`config.mk`:
```
export PLATFORM = sky130hd
export DESIGN_NAME = rect_fill_flat
export DESIGN_NICKNAME = d
export VERILOG_FILES = /design/src/rtl/rect_fill_if.sv /design/src/rtl/rect_fill.sv /design/src/flat_wrapper.sv
export SDC_FILE = /design/constraint.sdc
export NUM_CORES = 1
export LEC_CHECK = 0
export ABC_AREA = 0
export CAP_MARGIN = 20
export CORE_UTILIZATION = 65
export DETAILED_ROUTE_END_ITERATION = 7
export DONT_BUFFER_PORTS = 1
export PLACE_DENSITY = 0.81
export SLEW_MARGIN = 20
export SYNTH_ARGS = -nofsm -noshare
export SYNTH_HDL_FRONTEND = slang
export SYNTH_SLANG_ARGS = --single-unit
```
`constraint.sdc`:
```
create_clock -name clock -period 7 [get_ports clock]
set_input_delay 1.05 -clock clock [delete_from_list [all_inputs] [get_ports clock]]
set_output_delay 1.05 -clock clock [all_outputs]
set_load 0.1 [all_outputs]
```
`src/rtl/rect_fill_if.sv`:
```
// Command and RAM port A bundle for the rectangle-fill engine.
// master = command issuer, slave = fill engine.
interface rect_fill_if;
   logic        cmd_valid;
   logic        cmd_ready;
   logic [7:0]  cmd_x;
   logic [7:0]  cmd_y;
   logic [7:0]  cmd_w;
   logic [7:0]  cmd_h;
   logic [15:0] cmd_color;
   logic        busy;
   logic        done;
   logic [15:0] address;
   logic [15:0] data;
   logic        wren;

   modport master (
      output cmd_valid, cmd_x, cmd_y, cmd_w, cmd_h, cmd_color,
      input  cmd_ready, busy, done, address, data, wren
   );

   modport slave (
      input  cmd_valid, cmd_x, cmd_y, cmd_w, cmd_h, cmd_color,
      output cmd_ready, busy, done, address, data, wren
   );
endinterface

```
`src/rtl/rect_fill.sv`:
```
// Rectangle-fill engine: clips a command to the framebuffer and
// writes its colour word to every covered word through RAM port A.
module rect_fill #(
   parameter int          FB_WIDTH  = 160,
   parameter int          FB_HEIGHT = 120,
   parameter logic [15:0] FB_BASE   = 16'h0000
) (
   input  logic      clock,
   input  logic      reset,
   rect_fill_if.slave bus
);

   localparam logic [8:0]  W9  = 9'(FB_WIDTH);
   localparam logic [8:0]  H9  = 9'(FB_HEIGHT);
   localparam logic [15:0] W16 = 16'(FB_WIDTH);

   typedef enum logic [1:0] {
      IDLE,
      SETUP,
      FILL,
      DONE
   } state_t;

   state_t      state_q, state_d;
   logic [7:0]  x_q, x_d;
   logic [7:0]  y_q, y_d;
   logic [7:0]  w_q, w_d;
   logic [7:0]  h_q, h_d;
   logic [15:0] color_q, color_d;
   logic [8:0]  xend_q, xend_d;
   logic [8:0]  eh_q, eh_d;
   logic [8:0]  row_q, row_d;
   logic [8:0]  col_q, col_d;
   logic [15:0] rbase_q, rbase_d;
   logic [15:0] addr_q, addr_d;
   logic [15:0] data_q, data_d;
   logic        wren_q, wren_d;
   logic        done_q, done_d;

   logic [8:0]  xsum, ysum;
   logic [8:0]  xend, yend;
   logic [8:0]  ew, eh;
   logic [15:0] base0;

   // Clipping and first row address from the latched command
   assign xsum  = {1'b0, x_q} + {1'b0, w_q};
   assign ysum  = {1'b0, y_q} + {1'b0, h_q};
   assign xend  = (xsum > W9) ? W9 : xsum;
   assign yend  = (ysum > H9) ? H9 : ysum;
   assign ew    = ({1'b0, x_q} < W9) ? xend - {1'b0, x_q} : 9'd0;
   assign eh    = ({1'b0, y_q} < H9) ? yend - {1'b0, y_q} : 9'd0;
   assign base0 = FB_BASE + 16'(y_q) * W16;

   // Next-state logic for the controller and its registered outputs
   always_comb begin
      state_d = state_q;
      x_d     = x_q;
      y_d     = y_q;
      w_d     = w_q;
      h_d     = h_q;
      color_d = color_q;
      xend_d  = xend_q;
      eh_d    = eh_q;
      row_d   = row_q;
      col_d   = col_q;
      rbase_d = rbase_q;
      addr_d  = addr_q;
      data_d  = data_q;
      wren_d  = wren_q;
      done_d  = 1'b0;
      unique case (state_q)
         IDLE: begin
            wren_d = 1'b0;
            if (bus.cmd_valid) begin
               x_d     = bus.cmd_x;
               y_d     = bus.cmd_y;
               w_d     = bus.cmd_w;
               h_d     = bus.cmd_h;
               color_d = bus.cmd_color;
               state_d = SETUP;
            end
         end
         SETUP: begin
            xend_d  = xend;
            eh_d    = eh;
            row_d   = 9'd0;
            col_d   = {1'b0, x_q};
            rbase_d = base0;
            if (ew == 9'd0 || eh == 9'd0) begin
               state_d = DONE;
               done_d  = 1'b1;
            end else begin
               state_d = FILL;
               wren_d  = 1'b1;
               data_d  = color_q;
               addr_d  = base0 + 16'(x_q);
            end
         end
         FILL: begin
            if (col_q + 9'd1 == xend_q) begin
               if (row_q + 9'd1 == eh_q) begin
                  state_d = DONE;
                  wren_d  = 1'b0;
                  done_d  = 1'b1;
               end else begin
                  col_d   = {1'b0, x_q};
                  row_d   = row_q + 9'd1;
                  rbase_d = rbase_q + W16;
                  addr_d  = rbase_q + W16 + 16'(x_q);
               end
            end else begin
               col_d  = col_q + 9'd1;
               addr_d = addr_q + 16'd1;
            end
         end
         DONE: begin
            wren_d  = 1'b0;
            state_d = IDLE;
         end
      endcase
   end

   // State and output registers with synchronous reset
   always_ff @(posedge clock) begin
      if (reset) begin
         state_q <= IDLE;
         x_q     <= '0;
         y_q     <= '0;
         w_q     <= '0;
         h_q     <= '0;
         color_q <= '0;
         xend_q  <= '0;
         eh_q    <= '0;
         row_q   <= '0;
         col_q   <= '0;
         rbase_q <= '0;
         addr_q  <= '0;
         data_q  <= '0;
         wren_q  <= 1'b0;
         done_q  <= 1'b0;
      end else begin
         state_q <= state_d;
         x_q     <= x_d;
         y_q     <= y_d;
         w_q     <= w_d;
         h_q     <= h_d;
         color_q <= color_d;
         xend_q  <= xend_d;
         eh_q    <= eh_d;
         row_q   <= row_d;
         col_q   <= col_d;
         rbase_q <= rbase_d;
         addr_q  <= addr_d;
         data_q  <= data_d;
         wren_q  <= wren_d;
         done_q  <= done_d;
      end
   end

   assign bus.cmd_ready = (state_q == IDLE);
   assign bus.busy      = (state_q != IDLE);
   assign bus.done      = done_q;
   assign bus.address   = addr_q;
   assign bus.data      = data_q;
   assign bus.wren      = wren_q;

endmodule

```
`src/flat_wrapper.sv`:
```
// flat-port wrapper written by rule: the top's interface ports become plain ports
module rect_fill_flat 
#(
   parameter int          FB_WIDTH  = 160,
   parameter int          FB_HEIGHT = 120,
   parameter logic [15:0] FB_BASE   = 16'h0000
)
  (clock, reset, bus_cmd_valid, bus_cmd_x, bus_cmd_y, bus_cmd_w, bus_cmd_h, bus_cmd_color, bus_cmd_ready, bus_busy, bus_done, bus_address, bus_data, bus_wren);
  rect_fill_if bus_i ();
  input  logic clock;
  input  logic reset;
  input wire logic [$bits(bus_i.cmd_valid)-1:0] bus_cmd_valid;
  input wire logic [$bits(bus_i.cmd_x)-1:0] bus_cmd_x;
  input wire logic [$bits(bus_i.cmd_y)-1:0] bus_cmd_y;
  input wire logic [$bits(bus_i.cmd_w)-1:0] bus_cmd_w;
  input wire logic [$bits(bus_i.cmd_h)-1:0] bus_cmd_h;
  input wire logic [$bits(bus_i.cmd_color)-1:0] bus_cmd_color;
  output wire logic [$bits(bus_i.cmd_ready)-1:0] bus_cmd_ready;
  output wire logic [$bits(bus_i.busy)-1:0] bus_busy;
  output wire logic [$bits(bus_i.done)-1:0] bus_done;
  output wire logic [$bits(bus_i.address)-1:0] bus_address;
  output wire logic [$bits(bus_i.data)-1:0] bus_data;
  output wire logic [$bits(bus_i.wren)-1:0] bus_wren;
  assign bus_i.cmd_valid = bus_cmd_valid;
  assign bus_i.cmd_x = bus_cmd_x;
  assign bus_i.cmd_y = bus_cmd_y;
  assign bus_i.cmd_w = bus_cmd_w;
  assign bus_i.cmd_h = bus_cmd_h;
  assign bus_i.cmd_color = bus_cmd_color;
  assign bus_cmd_ready = bus_i.cmd_ready;
  assign bus_busy = bus_i.busy;
  assign bus_done = bus_i.done;
  assign bus_address = bus_i.address;
  assign bus_data = bus_i.data;
  assign bus_wren = bus_i.wren;
  rect_fill #(.FB_WIDTH(FB_WIDTH), .FB_HEIGHT(FB_HEIGHT), .FB_BASE(FB_BASE)) u_core (.clock(clock), .reset(reset), .bus(bus_i));
endmodule
```
==> results of run 1 <==
[synth_stat cells (all sizes together) (19+ instances only)]
library cell and instances:
nand3 24, mux2i 36, clkbuf 49, a211oi 19
ha 56, dfxtp 131, nand2 164, xnor2 35
nand2b 21, xor2 29, nor3 20, nor2 111
inv 53, a21oi 116, o21ai 48
[cell type report]
class	instances	area share, %
clock buffer	17	4.45
multi-input combinational	908	61.4
timing repair buffer	8	0.628
sequential	131	27.4
tap	176	2.30
clock inverter	15	1.67
inverter	53	2.08
[kinds of logic (layout without fill, tap and decap cells)]
| kind of cell | after synthesis | in the layout |
|---|---|---|
| AO/OA/AOI/OAI | 302 | 302 |
| multiplexers | 40 | 40 |
| adder cells (fa/ha/maj) | 62 | 62 |
| other | 1 | 1 |
| XOR/XNOR | 65 | 65 |
| AND/OR/NAND/NOR | 438 | 438 |
| flip-flops | 131 | 131 |
| buffers and inverters | 112 | 93 |
[worst min-delay path, cell delays in order, from the launching register on]
cell,delay (ps)
dfxtp_1,310
nand2_1,50
a21oi_1,50
[routing by layer]
| metal | wire length, µm | up-vias | track usage [%] | part of all wire (%) |
|---|---|---|---|---|
| met5 | 0 | - | 0 | 0 |
| met4 | 426 | 0 | 10.9 | 1.9 |
| met3 | 1420 | 34 | 6.27 | 6.5 |
| met2 | 10200 | 257 | 50.9 | 47 |
| met1 | 9870 | 3727 | 41.2 | 45 |
| li1 | - | 3986 | - | - |
[state kept, by name (all words and copies together) (netlist names)]
register	flops
u_core.color_q	16
u_core.state_q	2
u_core.row_q	9
u_core.rbase_q	11
u_core.bus.address	16
u_core.col_q	9
u_core.y_q	8
u_core.bus.wren	1
u_core.bus.data	16
u_core.h_q	8
u_core.bus.done	1
u_core.xend_q	9
u_core.w_q	8
u_core.x_q	8
u_core.eh_q	9
[worst paths after layout]
| check | start | to | slack, ps |
|---|---|---|---|
| max | u_core.x_q[0] | u_core.bus.address[1] | 1030 |
| min | u_core.color_q[0] | u_core.color_q[0] | 460 |
| max reg2reg | u_core.x_q[0] | u_core.bus.address[1] | 1030 |
| min reg2reg | u_core.color_q[0] | u_core.color_q[0] | 460 |
[report_power, final]
| part | internal (mW) | switching, mW | total [mW] |
|---|---|---|---|
| combinational | 0.786 | 1.24 | 2.03 |
| clock | 0.506 | 0.388 | 0.894 |
| sequential | 0.900 | 0.467 | 1.37 |
| total | 2.19 | 2.10 | 4.29 |
[layout by cell type (no fill, tap or decap), types with 13 or more instances in the layout]
master	n
a21o_1	16
nand2b_1	21
o21ai_0	47
nand2_1	163
inv_1	53
mux2i_1	36
nor3_1	20
and3_1	13
ha_1	56
a21oi_1	116
xnor2_1	35
xor2_1	28
nor2_1	110
dfxtp_1	131
nor2b_1	18
clkbuf_16	17
nand3_1	24
a211oi_1	19
[stage by stage]
stage / area, µm² / hold WS, ps / setup slack, ps / cells / utilization (%)
after floorplan: 8940 / 436 / 1960 / 1151 / -
after global placement: 8970 / 435 / 1240 / 1276 / 67.2
after detailed placement: 8970 / 442 / 1120 / 1276 / 67.2
after CTS: 9560 / 450 / 1090 / 1308 / 71.6
after global routing: 9560 / 473 / 469 / 1308 / 71.6
final: 9560 / 457 / 1030 / 1308 / 71.6
==> impl_results.md, run 1 <==
* Status: finished clean
* Register area at 2620 µm²
* Netlist Area Pre-Place at 8940 µm²
* 1st-iter DRT viols at 608
* Final Critical Period at 5970 ps
* Clk_skew at 8.29 ps
* Largest net degree at the start of global routing at 148
* Via count at 8,004
* Post-DP HPWL at 15,200 µm
* Worst-Skew Late Latency at 430 ps
* XOR/XNOR Fraction of Synth Area at 6.60%
* Reg2Reg Depth at 19
* Hold Vio Cnt, Final at 0
* Mapped Nets at 1,264
* Worst Path Max Fanout at 16
* Synth cell types at 79
* Ranking of synthesized cells by area: dfxtp_1 (29%), ha_1 (7.8%), nand2_1 (6.9%)
* Slew of the pin with the lowest slew margin at 1160 ps
* WHS Path Cells at 2
* F_max at 168 MHz
* Power per cell area at 449 nW/µm²
* Worst path cell trace: ha_1, fa_1, a211oi_1, nor4b_1, nor3b_1, o21a_1, o21ai_0, nor3_1, ha_1, o21ai_0, a21oi_1, o21a_1, or4_1, a2111o_1, a21oi_1, nand4_1, o311ai_4, a21o_1, mux2_2
* I/O pin total at 87
* Die W at 119 µm
* Root Driver: clkbuf_16
* Hold Buf Count CTS at 0
* Tot Pwr at 4.29 mW
* Area of the multi-input gates at 5870 µm²
* Row count at 42
* Clk buf depth at 2
* Nets at 1,232
* Share of cells above drive strength 1 at 5.57%
* Die footprint at 14,200 µm²
* Avg Cell Area, Syn at 7.77 µm²
* #FFs+latches synth at 131
* CTS-repair resized insts at 0
* Vias in the first global route at 7,406
* Gr usage total at 31.3%
* Synth Instances at 1,151
* Worst Path Arrival at 6290 ps
* Detail Route Antenna Nets at 0
* Die height at 119 µm
* Post-Synth Adder-Cell Area at 9.18%
* P_leak at 3.88 nW
* Final period util at 85.3%
* Initial Utilization at 67.0%
* CP top delay family: compound AO/OA/AOI/OAI gates
* Slowest stage delay, CP at 640 ps
* 1st-pass router iterations at 5
* CP Capture Type: flip-flop
* Per-cell routed wire length at 16.8 µm
* Yosys top cell by area: dfxtp_1
* TNS Setup at 0 ps
* Max-slew headroom at 22.7%
* Main combinational cell family by area after synthesis: simple AND/OR/NAND/NOR gates
* RSZ-0062 raised after global routing: false
* Peak supply drop at 0.000244 V
* Post-synthesis sequential area ratio at 29.3%
* Global-route wire length before repair at 35,800 µm
* Vias/cell at 6.12
* Worst-path clk slew at 70 ps
* Post-synthesis mux area share at 4.53%
* Max Cap Viol at 0
* Async set-reset flop share out of synthesis at 0%
* Initial antenna violation count at 0
* H-tree depth at 4
* Clk sinks at 131
* Max Slew Vio Count at 0
* Class of the tightest hold or removal check: flip-flop to flip-flop
* Critical path depth at 19
* Required time of the critical path at 7320 ps
* CTS tree: yes
* Drt total wl at 22,000 µm
* Syn. warnings at 0
* GP Congestion at 0.918
* Core area at 13,300 µm²
* Critical path class: flip-flop to flip-flop
* Worst path bufs/invs at 0
* PortBufs at 0
* Crit path launch type: flip-flop
* DRC at 0
* Final-layout fill cell count at 1,056
* Simple-Gate Fraction of Synth Area at 23.0%
* CTS Buf Count at 17
* Compound-cell area share of the yosys netlist at 22.2%
* Slowest CP cell: a21o_1
* P&R area growth vs syn at 6.93%
* EDFF count, synth at 0
* Synth top area share at 29.3%
* Top_reg_cell synth: dfxtp_1
* Diode count at 0
* Setup violators final at 0
* Postcts setup bufs at 0
* Overflow after GRT at 0
No activity file was read; power rests on OpenSTA's default activity.
==> run 2: changes to the inputs <==
--- a/config.mk
+++ b/config.mk
@@ -5,13 +5,13 @@
 export SDC_FILE = /design/constraint.sdc
 export NUM_CORES = 1
 export LEC_CHECK = 0
-export ABC_AREA = 0
+export ABC_AREA = 1
 export CAP_MARGIN = 20
 export CORE_UTILIZATION = 65
 export DETAILED_ROUTE_END_ITERATION = 7
 export DONT_BUFFER_PORTS = 1
 export PLACE_DENSITY = 0.81
-export SLEW_MARGIN = 20
+export SLEW_MARGIN = 5
 export SYNTH_ARGS = -nofsm -noshare
 export SYNTH_HDL_FRONTEND = slang
 export SYNTH_SLANG_ARGS = --single-unit
==> impl_results.md, run 2 <==
* H-tree depth at 4
* Slowest stage delay, CP at 480 ps
* Reg2reg setup slack at 2200 ps
* Worst-path clk slew at 60 ps
* Worst Path Arrival at 5150 ps
* Nets at 1,338
* Placed cells at 1,378
* Most frequent cells in the layout: nand2_1 (217), nor2_1 (182), o21ai_0 (131), dfxtp_1 (131), inv_1 (128)
* P&R area growth vs syn at 7.03%
* Share of cells above drive strength 1 at 8.80%
* Per-cell routed wire length at 14.3 µm
* Clk sinks at 131
* GP Congestion at 0.936
* Finished Layout Cells at 1,410
* Die footprint at 13,700 µm²
* Final core utilization at 72.0%
* Synth Instances at 1,246
* Clk buf depth at 2
* Async set-reset flop share out of synthesis at 0%
* Crit path launch type: flip-flop
* Synth cell types at 48
* Max Cap Viol at 0
* Most frequent cell after synthesis: nand2_1
* Top_reg_cell synth: dfxtp_1
* Gr usage total at 30.6%
* Worst-Skew Late Latency at 430 ps
* Via count at 7,996
* Drt total wl at 20,100 µm
* WHS at 457 ps
* Initial antenna violation count at 0
* Die W at 117 µm
* 1st-pass router iterations at 5
* Root Driver: clkbuf_16
* Final period util at 68.5%
* Clk_skew at 10.0 ps
* Syn. warnings at 0
* Mapped Nets at 1,359
* Die height at 117 µm
* Wire length on met2 at 9160 µm
* Register area at 2620 µm²
* CP Capture Type: flip-flop
* Hold Startpoint: u_core.xend_q[8]
* DRC at 0
* Power per cell area at 532 nW/µm²
* Netlist Area Pre-Place at 8600 µm²
* Peak supply drop at 0.000248 V
* 1st-iter DRT viols at 478
* Status: finished clean
* #FFs+latches synth at 131
* Detail Route Antenna Nets at 0
* Uppermost layer routed: met4
* Core area at 12,800 µm²
* Postcts setup bufs at 0
* Final Critical Period at 4800 ps
* Overflow after GRT at 0
* Required time of the critical path at 7360 ps
* Post-DP HPWL at 14,600 µm
* Diode count at 0
* CTS tree: yes
* Area of the multi-input gates at 5230 µm²
* Reg2Reg Depth at 28
* Largest net degree at the start of global routing at 93
* EDFF count, synth at 0
* Row count at 41
* Max Slew Vio Count at 0
* WHS Path Cells at 2
* Yosys top cell by area: dfxtp_1
* Initial Utilization at 67.3%
* RSZ-0062 raised after global routing: false
* I/O pin total at 87
* CTS Buf Count at 17
* Final-layout fill cell count at 1,097
* Synth top area share at 30.5%
* Vias in the first global route at 7,210
* Vias/cell at 5.67
* Post-Route M1 WL at 9400 µm
* Top cell by count, worst path: nand2_1
* Class of the tightest hold or removal check: flip-flop to flip-flop
* R2r startpoint: u_core.x_q[0]
* Max-slew headroom at 24.1%
* Synth top cells by count: nand2_1 (218), nor2_1 (182), dfxtp_1 (131), o21ai_0 (131), inv_1 (129)
* Hold Vio Cnt, Final at 0
* P_leak at 4.11 nW
* Setup violators final at 0
* Metal3 WL at 1170 µm
* Worst Path Max Fanout at 24
* RR Endpoint: u_core.bus.address[1]
* CTS-repair resized insts at 0
* Hold Buf Count CTS at 0
* Post-synthesis sequential area ratio at 30.5%
* Ranking of synthesized cells by area: dfxtp_1 (31%), nand2_1 (9.5%), ha_1 (8.2%)
* TNS Setup at 0 ps
* Slowest CP cell: dfxtp_1
* PortBufs at 0
* Global-route wire length before repair at 32,900 µm
* Critical path class: flip-flop to flip-flop
* Hold path endpoint: u_core.xend_q[8]
* Commonest non-fill, non-tap cell in the layout: nand2_1
* Avg Cell Area, Syn at 6.90 µm²
* F_max at 208 MHz
* Slew of the pin with the lowest slew margin at 1140 ps
## run 2: cell count changes after synthesis, moves of 17 or more
cell      change
nand2_2      +17
a21oi_1      -40
nand2b_1     -21
nor2b_1      -18
xnor2_1      -27
o21ai_0      +84
nand3_1      +35
clkbuf_1     -19
mux2i_1      -36
nor2_1       +71
inv_1        +76
nand2_1      +54
## run 2: worst max path at each step
stage | depth (start not counted) | startpoint | slack (ps) | endpoint
floorplan | 29 | u_core.x_q[0] | 3020 | u_core.bus.address[8]
CTS | 28 | u_core.x_q[0] | 2250 | u_core.bus.address[1]
detailed placement | 28 | u_core.x_q[0] | 2300 | u_core.bus.address[1]
finish | 28 | u_core.x_q[0] | 2200 | u_core.bus.address[1]
global route | 28 | u_core.x_q[0] | 1790 | u_core.bus.address[1]
global placement | 28 | u_core.x_q[0] | 2320 | u_core.bus.address[0]
## run 2: logic make-up after synthesis
family                     synth area share (%)
other                                    0.0436
DFF                                        30.5
xor gates and xnor gates                   4.79
AOI/OAI and AO/OA                          17.7
adders and majority gates                  9.55
buffers and inverters                      8.73
and+or+nand+nor                            28.7
## run 2: cell type report
cell class	count	share of cell area, %
clock buffer	17	4.62
clock inverter	15	1.86
inverter	140	5.71
sequential	131	28.5
tap	172	2.34
timing repair buffer	2	0.163
multi-input combinational	933	56.8
## run 2: routing by layer
layer	track usage, %	vias to the layer above
li1	-	4067
met5	0	-
met1	40.0	3639
met4	10.9	0
met3	6.02	44
met2	50.5	246
## run 2: worst max-delay path, delay by kind of cell, from the launching register on
kind / cells / cell delay [ps]
simple gates: 20 / 2270
flops: 1 / 480
buf+inv: 2 / 200
fa+ha+maj: 3 / 1210
xor+xnor: 1 / 150
compound gates: 2 / 410
## run 2: power by group
group / switching, mW / internal (mW)
Combinational: 1.51 / 0.816
Clock: 0.375 / 0.534
Sequential: 0.697 / 0.967
Total: 2.58 / 2.32
## run 2: stage by stage
| step | worst slack [ps] | power, mW | instance area, µm² |
|---|---|---|---|
| detailed placement | 2300 | 3.95 | 8600 |
| floorplan | 3020 | 3.53 | 8600 |
| finish | 2200 | 4.90 | 9200 |
| CTS | 2250 | 4.88 | 9200 |
| global placement | 2320 | 3.90 | 8600 |
| global route | 1790 | 5.28 | 9200 |
